===== src/rtl/memory_arbiter_pkg.sv =====
// Shared types and defaults for the unified main-memory arbiter.
// Holds the FSM state encoding, the grant encoding and default sizes.
package memory_arbiter_pkg;

  localparam int BLOCK_WORDS_DEF = 8;
  localparam int ADDR_W_DEF      = 16;
  localparam int DATA_W_DEF      = 16;

  typedef enum logic [1:0] {
    ST_IDLE  = 2'd0,
    ST_FILL  = 2'd1,
    ST_WRITE = 2'd2,
    ST_DONE  = 2'd3
  } state_t;

  typedef enum logic {
    GRANT_I = 1'b0,
    GRANT_D = 1'b1
  } grant_t;

endpackage


===== src/rtl/memory_arbiter_if.sv =====
// Bundle of cache-miss request, memory port and fill-return signals.
// slave = arbiter side, master = caches plus main memory.
interface memory_arbiter_if #(
  parameter int ADDR_W = 16,
  parameter int DATA_W = 16
);
  logic              IRequest;
  logic [ADDR_W-1:0] IAddress;
  logic              DRequest;
  logic [ADDR_W-1:0] DAddress;
  logic              DWriteEnable;
  logic [DATA_W-1:0] DWriteData;
  logic [DATA_W-1:0] MemReadData;
  logic              MemDataValid;
  logic [ADDR_W-1:0] MemAddress;
  logic              MemEnable;
  logic              MemWrite;
  logic [DATA_W-1:0] MemWriteData;
  logic [DATA_W-1:0] IMemData;
  logic [DATA_W-1:0] DMemData;
  logic              IMemDataValid;
  logic              DMemDataValid;
  logic [ADDR_W-1:0] IFillAddress;
  logic [ADDR_W-1:0] DFillAddress;
  logic              IStall;
  logic              DStall;

  modport slave (
    input  IRequest, IAddress, DRequest, DAddress, DWriteEnable, DWriteData,
           MemReadData, MemDataValid,
    output MemAddress, MemEnable, MemWrite, MemWriteData,
           IMemData, DMemData, IMemDataValid, DMemDataValid,
           IFillAddress, DFillAddress, IStall, DStall
  );

  modport master (
    output IRequest, IAddress, DRequest, DAddress, DWriteEnable, DWriteData,
           MemReadData, MemDataValid,
    input  MemAddress, MemEnable, MemWrite, MemWriteData,
           IMemData, DMemData, IMemDataValid, DMemDataValid,
           IFillAddress, DFillAddress, IStall, DStall
  );
endinterface


===== src/rtl/memory_arbiter_block_fill_sequencer.sv =====
// Block-fill address sequencer: aligned base, issue/return counters and
// last-return detect. Offsets never carry out of the block.
module block_fill_sequencer #(
  parameter int BLOCK_WORDS = 8,
  parameter int ADDR_W      = 16
) (
  input  logic              clk,
  input  logic              rst_n,
  input  logic              i_start,
  input  logic [ADDR_W-1:0] i_addr,
  input  logic              i_fill,
  input  logic              i_ret_vld,
  output logic              o_issue_vld,
  output logic [ADDR_W-1:0] o_issue_addr,
  output logic [ADDR_W-1:0] o_ret_addr,
  output logic              o_last_ret
);
  localparam int                CNT_W    = (BLOCK_WORDS > 1) ? $clog2(BLOCK_WORDS) : 1;
  localparam logic [ADDR_W-1:0] OFF_MASK = ADDR_W'(2 * BLOCK_WORDS - 1);
  localparam logic [CNT_W-1:0]  LAST     = CNT_W'(BLOCK_WORDS - 1);

  logic [ADDR_W-1:0] r_base;
  logic [CNT_W-1:0]  r_issue_cnt;
  logic [CNT_W-1:0]  r_ret_cnt;
  logic              r_issue_done;

  assign o_issue_vld  = i_fill & ~r_issue_done;
  assign o_issue_addr = r_base + (ADDR_W'(r_issue_cnt) << 1);
  assign o_ret_addr   = r_base + (ADDR_W'(r_ret_cnt) << 1);
  assign o_last_ret   = i_ret_vld & (r_ret_cnt == LAST);

  always_ff @(posedge clk or negedge rst_n) begin
    if (!rst_n) begin
      r_base       <= '0;
      r_issue_cnt  <= '0;
      r_ret_cnt    <= '0;
      r_issue_done <= 1'b0;
    end else if (i_start) begin
      r_base       <= i_addr & ~OFF_MASK;
      r_issue_cnt  <= '0;
      r_ret_cnt    <= '0;
      r_issue_done <= 1'b0;
    end else begin
      // issue side stops after the last word; returns keep counting
      if (o_issue_vld) begin
        r_issue_cnt <= r_issue_cnt + 1'b1;
        if (r_issue_cnt == LAST) r_issue_done <= 1'b1;
      end
      if (i_ret_vld) r_ret_cnt <= r_ret_cnt + 1'b1;
    end
  end

endmodule


===== src/rtl/memory_arbiter.sv =====
// Unified main-memory arbiter between I-cache and D-cache misses.
// D has fixed priority; grants run to completion and end in a one-cycle DONE.
module memory_arbiter
  import memory_arbiter_pkg::*;
#(
  parameter int BLOCK_WORDS = BLOCK_WORDS_DEF,
  parameter int ADDR_W      = ADDR_W_DEF,
  parameter int DATA_W      = DATA_W_DEF
) (
  input  logic             clk,
  input  logic             rst,
  memory_arbiter_if.slave  bus
);
  state_t            r_state, w_state_nxt;
  grant_t            r_grant, w_grant_nxt;
  logic              w_start;
  logic              w_latch_wr;
  logic [ADDR_W-1:0] w_req_addr;
  logic [ADDR_W-1:0] r_waddr;
  logic [DATA_W-1:0] r_wdata;
  logic              w_fill;
  logic              w_write;
  logic              w_done;
  logic              w_ret_vld;
  logic              w_issue_vld;
  logic              w_last_ret;
  logic [ADDR_W-1:0] w_issue_addr;
  logic [ADDR_W-1:0] w_ret_addr;
  logic              w_i_vld;
  logic              w_d_vld;

  assign w_fill     = (r_state == ST_FILL);
  assign w_write    = (r_state == ST_WRITE);
  assign w_done     = (r_state == ST_DONE);
  // returns outside FILL belong to reads issued before a reset
  assign w_ret_vld  = bus.MemDataValid & w_fill;
  assign w_req_addr = bus.DRequest ? bus.DAddress : bus.IAddress;

  block_fill_sequencer #(
    .BLOCK_WORDS(BLOCK_WORDS),
    .ADDR_W     (ADDR_W)
  ) u_seq (
    .clk         (clk),
    .rst_n       (rst),
    .i_start     (w_start),
    .i_addr      (w_req_addr),
    .i_fill      (w_fill),
    .i_ret_vld   (w_ret_vld),
    .o_issue_vld (w_issue_vld),
    .o_issue_addr(w_issue_addr),
    .o_ret_addr  (w_ret_addr),
    .o_last_ret  (w_last_ret)
  );

  always_ff @(posedge clk or negedge rst) begin
    if (!rst) begin
      r_state <= ST_IDLE;
      r_grant <= GRANT_I;
    end else begin
      r_state <= w_state_nxt;
      r_grant <= w_grant_nxt;
    end
  end

  always_ff @(posedge clk) begin
    if (w_latch_wr) begin
      r_waddr <= bus.DAddress;
      r_wdata <= bus.DWriteData;
    end
  end

  always_comb begin
    w_state_nxt = r_state;
    w_grant_nxt = r_grant;
    w_start     = 1'b0;
    w_latch_wr  = 1'b0;
    unique case (r_state)
      ST_IDLE: begin
        if (bus.DRequest) begin
          w_grant_nxt = GRANT_D;
          w_start     = 1'b1;
          if (bus.DWriteEnable) begin
            w_latch_wr  = 1'b1;
            w_state_nxt = ST_WRITE;
          end else begin
            w_state_nxt = ST_FILL;
          end
        end else if (bus.IRequest) begin
          w_grant_nxt = GRANT_I;
          w_start     = 1'b1;
          w_state_nxt = ST_FILL;
        end
      end
      ST_FILL:  if (w_last_ret) w_state_nxt = ST_DONE;
      ST_WRITE: w_state_nxt = ST_DONE;
      ST_DONE:  w_state_nxt = ST_IDLE;
      default:  w_state_nxt = ST_IDLE;
    endcase
  end

  assign w_i_vld = w_ret_vld & (r_grant == GRANT_I);
  assign w_d_vld = w_ret_vld & (r_grant == GRANT_D);

  assign bus.MemEnable    = w_issue_vld | w_write;
  assign bus.MemWrite     = w_write;
  assign bus.MemAddress   = w_issue_vld ? w_issue_addr : (w_write ? r_waddr : '0);
  assign bus.MemWriteData = w_write ? r_wdata : '0;

  assign bus.IMemDataValid = w_i_vld;
  assign bus.DMemDataValid = w_d_vld;
  assign bus.IMemData      = w_i_vld ? bus.MemReadData : '0;
  assign bus.DMemData      = w_d_vld ? bus.MemReadData : '0;
  assign bus.IFillAddress  = w_i_vld ? w_ret_addr : '0;
  assign bus.DFillAddress  = w_d_vld ? w_ret_addr : '0;

  // stalls are forced low while reset is held so every output reads 0
  assign bus.IStall = rst & bus.IRequest & ~(w_done & (r_grant == GRANT_I));
  assign bus.DStall = rst & bus.DRequest & ~(w_done & (r_grant == GRANT_D));

endmodule


===== src/flat_wrapper.sv =====
// flat-port wrapper written by rule: the top's interface ports become plain ports
module memory_arbiter_flat import memory_arbiter_pkg::*;
#(
  parameter int BLOCK_WORDS = BLOCK_WORDS_DEF,
  parameter int ADDR_W      = ADDR_W_DEF,
  parameter int DATA_W      = DATA_W_DEF
)
  (clk, rst, bus_IRequest, bus_IAddress, bus_DRequest, bus_DAddress, bus_DWriteEnable, bus_DWriteData, bus_MemReadData, bus_MemDataValid, bus_MemAddress, bus_MemEnable, bus_MemWrite, bus_MemWriteData, bus_IMemData, bus_DMemData, bus_IMemDataValid, bus_DMemDataValid, bus_IFillAddress, bus_DFillAddress, bus_IStall, bus_DStall);
  memory_arbiter_if #(.ADDR_W(ADDR_W), .DATA_W(DATA_W)) bus_i ();
  input  logic clk;
  input  logic rst;
  input wire logic [$bits(bus_i.IRequest)-1:0] bus_IRequest;
  input wire logic [$bits(bus_i.IAddress)-1:0] bus_IAddress;
  input wire logic [$bits(bus_i.DRequest)-1:0] bus_DRequest;
  input wire logic [$bits(bus_i.DAddress)-1:0] bus_DAddress;
  input wire logic [$bits(bus_i.DWriteEnable)-1:0] bus_DWriteEnable;
  input wire logic [$bits(bus_i.DWriteData)-1:0] bus_DWriteData;
  input wire logic [$bits(bus_i.MemReadData)-1:0] bus_MemReadData;
  input wire logic [$bits(bus_i.MemDataValid)-1:0] bus_MemDataValid;
  output wire logic [$bits(bus_i.MemAddress)-1:0] bus_MemAddress;
  output wire logic [$bits(bus_i.MemEnable)-1:0] bus_MemEnable;
  output wire logic [$bits(bus_i.MemWrite)-1:0] bus_MemWrite;
  output wire logic [$bits(bus_i.MemWriteData)-1:0] bus_MemWriteData;
  output wire logic [$bits(bus_i.IMemData)-1:0] bus_IMemData;
  output wire logic [$bits(bus_i.DMemData)-1:0] bus_DMemData;
  output wire logic [$bits(bus_i.IMemDataValid)-1:0] bus_IMemDataValid;
  output wire logic [$bits(bus_i.DMemDataValid)-1:0] bus_DMemDataValid;
  output wire logic [$bits(bus_i.IFillAddress)-1:0] bus_IFillAddress;
  output wire logic [$bits(bus_i.DFillAddress)-1:0] bus_DFillAddress;
  output wire logic [$bits(bus_i.IStall)-1:0] bus_IStall;
  output wire logic [$bits(bus_i.DStall)-1:0] bus_DStall;
  assign bus_i.IRequest = bus_IRequest;
  assign bus_i.IAddress = bus_IAddress;
  assign bus_i.DRequest = bus_DRequest;
  assign bus_i.DAddress = bus_DAddress;
  assign bus_i.DWriteEnable = bus_DWriteEnable;
  assign bus_i.DWriteData = bus_DWriteData;
  assign bus_i.MemReadData = bus_MemReadData;
  assign bus_i.MemDataValid = bus_MemDataValid;
  assign bus_MemAddress = bus_i.MemAddress;
  assign bus_MemEnable = bus_i.MemEnable;
  assign bus_MemWrite = bus_i.MemWrite;
  assign bus_MemWriteData = bus_i.MemWriteData;
  assign bus_IMemData = bus_i.IMemData;
  assign bus_DMemData = bus_i.DMemData;
  assign bus_IMemDataValid = bus_i.IMemDataValid;
  assign bus_DMemDataValid = bus_i.DMemDataValid;
  assign bus_IFillAddress = bus_i.IFillAddress;
  assign bus_DFillAddress = bus_i.DFillAddress;
  assign bus_IStall = bus_i.IStall;
  assign bus_DStall = bus_i.DStall;
  memory_arbiter #(.BLOCK_WORDS(BLOCK_WORDS), .ADDR_W(ADDR_W), .DATA_W(DATA_W)) u_core (.clk(clk), .rst(rst), .bus(bus_i));
endmodule

===== config.mk =====
export PLATFORM = sky130hd
export DESIGN_NAME = memory_arbiter_flat
export DESIGN_NICKNAME = d
export VERILOG_FILES = /design/src/rtl/memory_arbiter_pkg.sv /design/src/rtl/memory_arbiter_if.sv /design/src/rtl/memory_arbiter_block_fill_sequencer.sv /design/src/rtl/memory_arbiter.sv /design/src/flat_wrapper.sv
export SDC_FILE = /design/constraint.sdc
export NUM_CORES = 1
export LEC_CHECK = 0
export CAP_MARGIN = 20
export CORE_ASPECT_RATIO = 0.9
export CORE_MARGIN = 3
export CORE_UTILIZATION = 34
export CTS_CLUSTER_SIZE = 12
export DETAILED_ROUTE_END_ITERATION = 12
export PLACE_DENSITY = 0.77
export SLEW_MARGIN = 0
export SYNTH_ARGS = -nofsm -noshare
export SYNTH_HDL_FRONTEND = slang
export SYNTH_SLANG_ARGS = --single-unit

===== constraint.sdc =====
create_clock -name clk -period 1.8 [get_ports clk]
set_input_delay 0.18 -clock clk [delete_from_list [all_inputs] [get_ports clk]]
set_output_delay 0.18 -clock clk [all_outputs]
set_load 0.005 [all_outputs]

Word level (Yosys, flattened, before mapping) --
Index checks and enable logic that the tools add are counted.
Storage, ports and cells: flip-flop bits (word level) 54, output and inout port bits 102
Operators by class: reductions and logical operators 8, mux-type cells 28, bitwise gates (word level) 16, add/sub/neg operators 4, equal/unequal tests 7
Operator list (count):
- $mux W16 | 8
- $add A16 B4 Y16 | 2
- $mux W3 | 4
- $and A1 B1 Y1 | 11
- $mux W1 | 11
- $mux W2 | 4
- $pmux W2 S4 | 1
- $reduce_bool A2 Y1 | 4
- $add A3 B1 Y3 const B | 2
- $eq A3 B3 Y1 const B | 2
- $reduce_and A2 Y1 | 3
- $eq A2 B2 Y1 const B | 2
- $not A1 Y1 | 4
- $ne A3 B3 Y1 const B | 1
- $eq A2 B1 Y1 const B | 1
- $logic_not A2 Y1 | 1
- $ne A2 B1 Y1 const B | 1
- $or A1 B1 Y1 | 1

Longest topological paths before layout --
Gate-level depths: netlist of run 1.
depth in word-level cells 5, mapped depth 7, gate-level depth less buffers 5

Cells and area by module --
Synthesis of run 1 repeated with hierarchy kept, for this count alone.
Second synthesis, totals: cells, all modules 296, area, all modules 3190.6 um^2
Modules (own cells, without submodules):
- memory_arbiter | instances 1, cells an instance 225, sequential area each 1036.0 um^2, area an instance 2263.4 um^2
- block_fill_sequencer | instances 1, cells an instance 71, sequential area each 475.5 um^2, area an instance 927.1 um^2

Least setup slack after synthesis of run 1 --
Ideal clock, no wire load.
kind register to register, start register u_core.r_state[0], end register u_core.r_waddr[0], enable pin, period minus slack after synthesis 1911 ps, data arrival time 1524 ps, slack -111 ps, data required time 1413 ps, library setup time 387 ps, path buffers 0, stages on the path, launching flop included 5, cell sequence dfrtp_1 > inv_1 > ha_1 > nand3_1 > inv_1
On the way: word-level cells in the longest chain between the ends 2
Ends and longest elaborated chain:
- start: declaration | RTL line memory_arbiter.sv:14 | state_t r_state, w_state_nxt;
- start signal: assignment | RTL line memory_arbiter.sv:60 | r_state <= w_state_nxt;
- $logic_not A2 Y1 | RTL line memory_arbiter.sv:77 | unique case (r_state)
- $mux W1 | RTL line memory_arbiter.sv:77
- named net u_core.w_latch_wr | RTL line memory_arbiter.sv:17 | logic w_latch_wr;
- end signal: assignment | RTL line memory_arbiter.sv:67 | r_waddr <= bus.DAddress;
- end: declaration | RTL line memory_arbiter.sv:19 | logic [ADDR_W-1:0] r_waddr;
The timed path passes the listed nets, and every way through them passes these cells. A chain may end at the register's enable or synchronous reset.

Worst setup path after layout of run 1 --
start register u_core.r_state[0], end output bus_MemAddress[5]
On the way: word-level cells in the longest chain between the ends 3, elaborated cells on any way between the ends 5, those cells by class eq/ne (2); mux (2); bitwise (1)
Ends and longest elaborated chain:
- $eq A2 B2 Y1 / $eq A2 B1 Y1 (equally long branches) | RTL line memory_arbiter.sv:33, memory_arbiter.sv:32
- $mux W16 / $and A1 B1 Y1 (equally long branches) | RTL line memory_arbiter.sv:106, memory_arbiter_block_fill_sequencer.sv:27
- $mux W16 * | RTL line memory_arbiter.sv:106 | assign bus.MemAddress = w_issue_vld ? w_issue_addr : (w_write ? r_waddr : '0);
- end: declaration | RTL line flat_wrapper.sv:20 | output wire logic [$bits(bus_i.MemAddress)-1:0] bus_MemAddress;
Mark *: on every way between the ends. The rest lies on a longest branch, timed or not.

==> results.md, run 1 <==
- HPWL after detailed placement: 6860 µm
- Initial drt markers: 54
- EDFF count, synth: 32
- Register cell area after layout: roughly 1500 µm²
- Clock latency on the worst-skew pair: roughly 0.3 ns
- Clock sink count: 54
- TritonRoute pass-1 iters: 4
- CTS tree: yes
- Pin count of the biggest net entering global routing: 28
- Ys async rst share: 40.7%
- Hold buffers post-CTS: 0
- Final period util: 115%
- Pleak: ~2.7 nW
- Vias per cell: 4.59
- Chip width: 104 µm
- Fin nets: 578
- Row count: 31
- Unrepaired setup endpoints after global routing: yes
- Max_cap viols: 0
- Status: finished, violations left
- Worst setup margin: -0.267 ns
- Final setup violation count: 80
- Slew Limit Fails: 0
- Synth unique cells: 30
- Setup crit end kind: primary output
- Hold crit path type: primary input to async pin
- Mapped Area: between 2000 and 3000 µm²
- Reg2reg setup slack: 0.03 ns
- Worst Skew: 0.00831 ns
- Register bit total from synthesis: 54
- Critical Path RT: 1.62 ns
- Mapped Avg Cell Area: between 10 and 15 µm²
- Max Fanout on Critical Path: 4
- Global-route wire length before repair: 14,000 µm
- Setup slack after placement: -0.225 ns
- I/O pins: 172
- Max Fclk: 484 MHz
- Power Dens Cells: 1180 nW/µm²
- CTS Buf Count: 5
- Area grow syn2layout: 89.0%
- Fillers: between 600 and 700
- Synth cell count leaders: 78 x and2_1, 52 x nand2_1, 32 x edfxtp_1
- Failing checks: setup timing
- Routed via count: 2,827
- Yosys top cell area share: 33.0%
- Chip Height: between 90 and 100 µm
- Count leader, synth: and2_1
- Tot Pwr: around 6.5 mW
- GRT Util Overall: 18.1%
- Area leader, netlist: edfxtp_1
- Vias in the first global route: 2,732
- Die area: 9710 µm²
- YS warnings: 0
- Initial antenna violation count: 0
- Buffers on Ports: approximately 170
- Kind of critical path: flop to primary output
- CORE AREA: 8180 µm²
- Total gr overflow: 0
- Wire per inst: 16.7 µm
- Synthesized instance count: 288
- Top post-synthesis cells by area: edfxtp_1 33%, dfrtp_1 19%, and2_1 17%, nand2_1 6.7%, mux2i_1 4.5%
- CTS max path bufs: 2
- DRC: 0
- DRT Wirelength: 10,300 µm
- CTS H-tree depth: 2
- Dominant synthesized flop cell: edfxtp_1
- Initial core utilization: a little over a third
- Root Driver: clkbuf_8
- Peak VDD IR: 0.573 mV
- Share of cells above drive strength 1: 44.3%
- Post-route antenna net violation count: 0
- Critical Path AT: 1.89 ns
- Crit path time final: 2.07 ns
- CTS clk-pin slew, worst paths: 0.10 ns
- Diode count: 0
- Gpl congestion: 0.853
- Sequential-to-total area share from yosys stat: approximately half
- Footprint of the multi-input gates: 1440 µm²
- Startpoint types: flop
- Final Hold Vio Count: 0
## path summary, 6_finish.rpt
kind                                                       startpoint                                 endpoint  cells past startpoint
worst min-delay path                                              rst            u_core.r_state[0]$_DFFE_PN0P_                      2
max in group asynchronous                                         rst      u_core.u_seq.r_base[12]$_DFFE_PN0P_                      2
min in group clk                                    bus_DWriteData[5]              u_core.r_wdata[5]$_DFFE_PP_                      1
worst min register to register  u_core.u_seq.r_issue_done$_DFFE_PN0P_    u_core.u_seq.r_issue_done$_DFFE_PN0P_                      2
worst max register to register          u_core.r_state[0]$_DFFE_PN0P_  u_core.u_seq.r_issue_cnt[0]$_DFFE_PN0P_                      9
worst max-delay path                    u_core.r_state[0]$_DFFE_PN0P_                        bus_MemAddress[5]                      9
## cell families (layout without fill, tap and decap cells)
kind of cell	Yosys count	in the layout	share of synthesized area (%)
simple gates	160	160	29.5
flops	54	54	51.9
buf+inv	25	237	4.94
compound gates	24	24	4.64
mux	14	14	4.86
fa+ha+maj	8	8	3.44
xor+xnor	2	2	0.602
other cells	1	2	0.129
## cell type report
class	instances	area share [%]
tap	115	2.62
clock buffer	6	1.32
inverter	5	0.455
clock inverter	2	0.182
sequential	54	27.5
multi-input combinational	210	26.2
timing repair buffer	224	41.8
## registers in the layout (all words and copies together) (netlist names)
signal and cells:
u_core.u_seq.r_base 12, u_core.r_waddr 16, u_core.u_seq.r_ret_cnt 3, u_core.u_seq.r_issue_done 1, u_core.r_state 2, u_core.r_wdata 16
u_core.r_grant 1, u_core.u_seq.r_issue_cnt 3
## per-stage QoR
step	hold WS, ns	cells	instance area, µm²	utilization (%)	TNS [ns]
finish	0.332	616	5500	67.2	-12.11
global route	0.348	616	5500	67.2	-15.94
CTS	0.315	586	5050	61.7	-18.48
detailed placement	0.512	573	4870	59.5	-13.30
global placement	0.487	573	4870	59.5	-8.55
floorplan	-0.116	289	2920	-	0
## layout by cell type, fill, tap and decap left out, types with 8 or more instances in the layout
master,synthesis,final
and2_1,78,30
and2_4,0,48
buf_12,0,13
buf_4,7,27
buf_6,2,57
clkbuf_2,0,33
clkdlybuf4s50_1,0,65
dfrtp_1,22,22
dlymetal6s2s_1,0,11
edfxtp_1,32,32
mux2i_1,13,13
nand2_1,52,44
nand2_2,0,8
nand3_1,18,17
o21ai_0,14,14
## routing by layer
layer  vias to the layer above  wire [µm]  global-route usage (%)
met4                         0        155                    3.54
li1                       1369          -                       -
met5                         -          0                       0
met3                        10        805                    6.80
met2                       127       5290                    33.1
met1                      1321       4060                    20.5
## worst max-delay path: stages, from the launching register on
cell and delay, ns:
dfrtp_1 0.41, buf_6 0.13, ha_4 0.18, buf_12 0.13
and2b_2 0.22, buf_4 0.15, clkbuf_16 0.15, nand2_2 0.06
nand2_2 0.05, clkbuf_2 0.11
## repair_timing
item,CTS,global route
setup endpoints to repair,100,132
pin swaps,2,26
setup buffers,4,23
resized for setup,148,267
cloned,1,8
## power breakdown
part	switching (mW)	internal [mW]	total, mW
Clock	0.383	0.271	0.654
Combinational	1.66	2.30	3.96
Sequential	0.274	1.61	1.88
Total	2.32	4.18	6.50
Note: power is estimated with default switching activity, not from simulation.
==> run 2: changes to the inputs <==
--- a/config.mk
+++ b/config.mk
@@ -5,7 +5,6 @@
 export SDC_FILE = /design/constraint.sdc
 export NUM_CORES = 1
 export LEC_CHECK = 0
-export CAP_MARGIN = 20
 export CORE_ASPECT_RATIO = 0.9
 export CORE_MARGIN = 3
 export CORE_UTILIZATION = 34
==> results of run 2 <==
Final layout, timing and power as in run 1 (identical DEF).
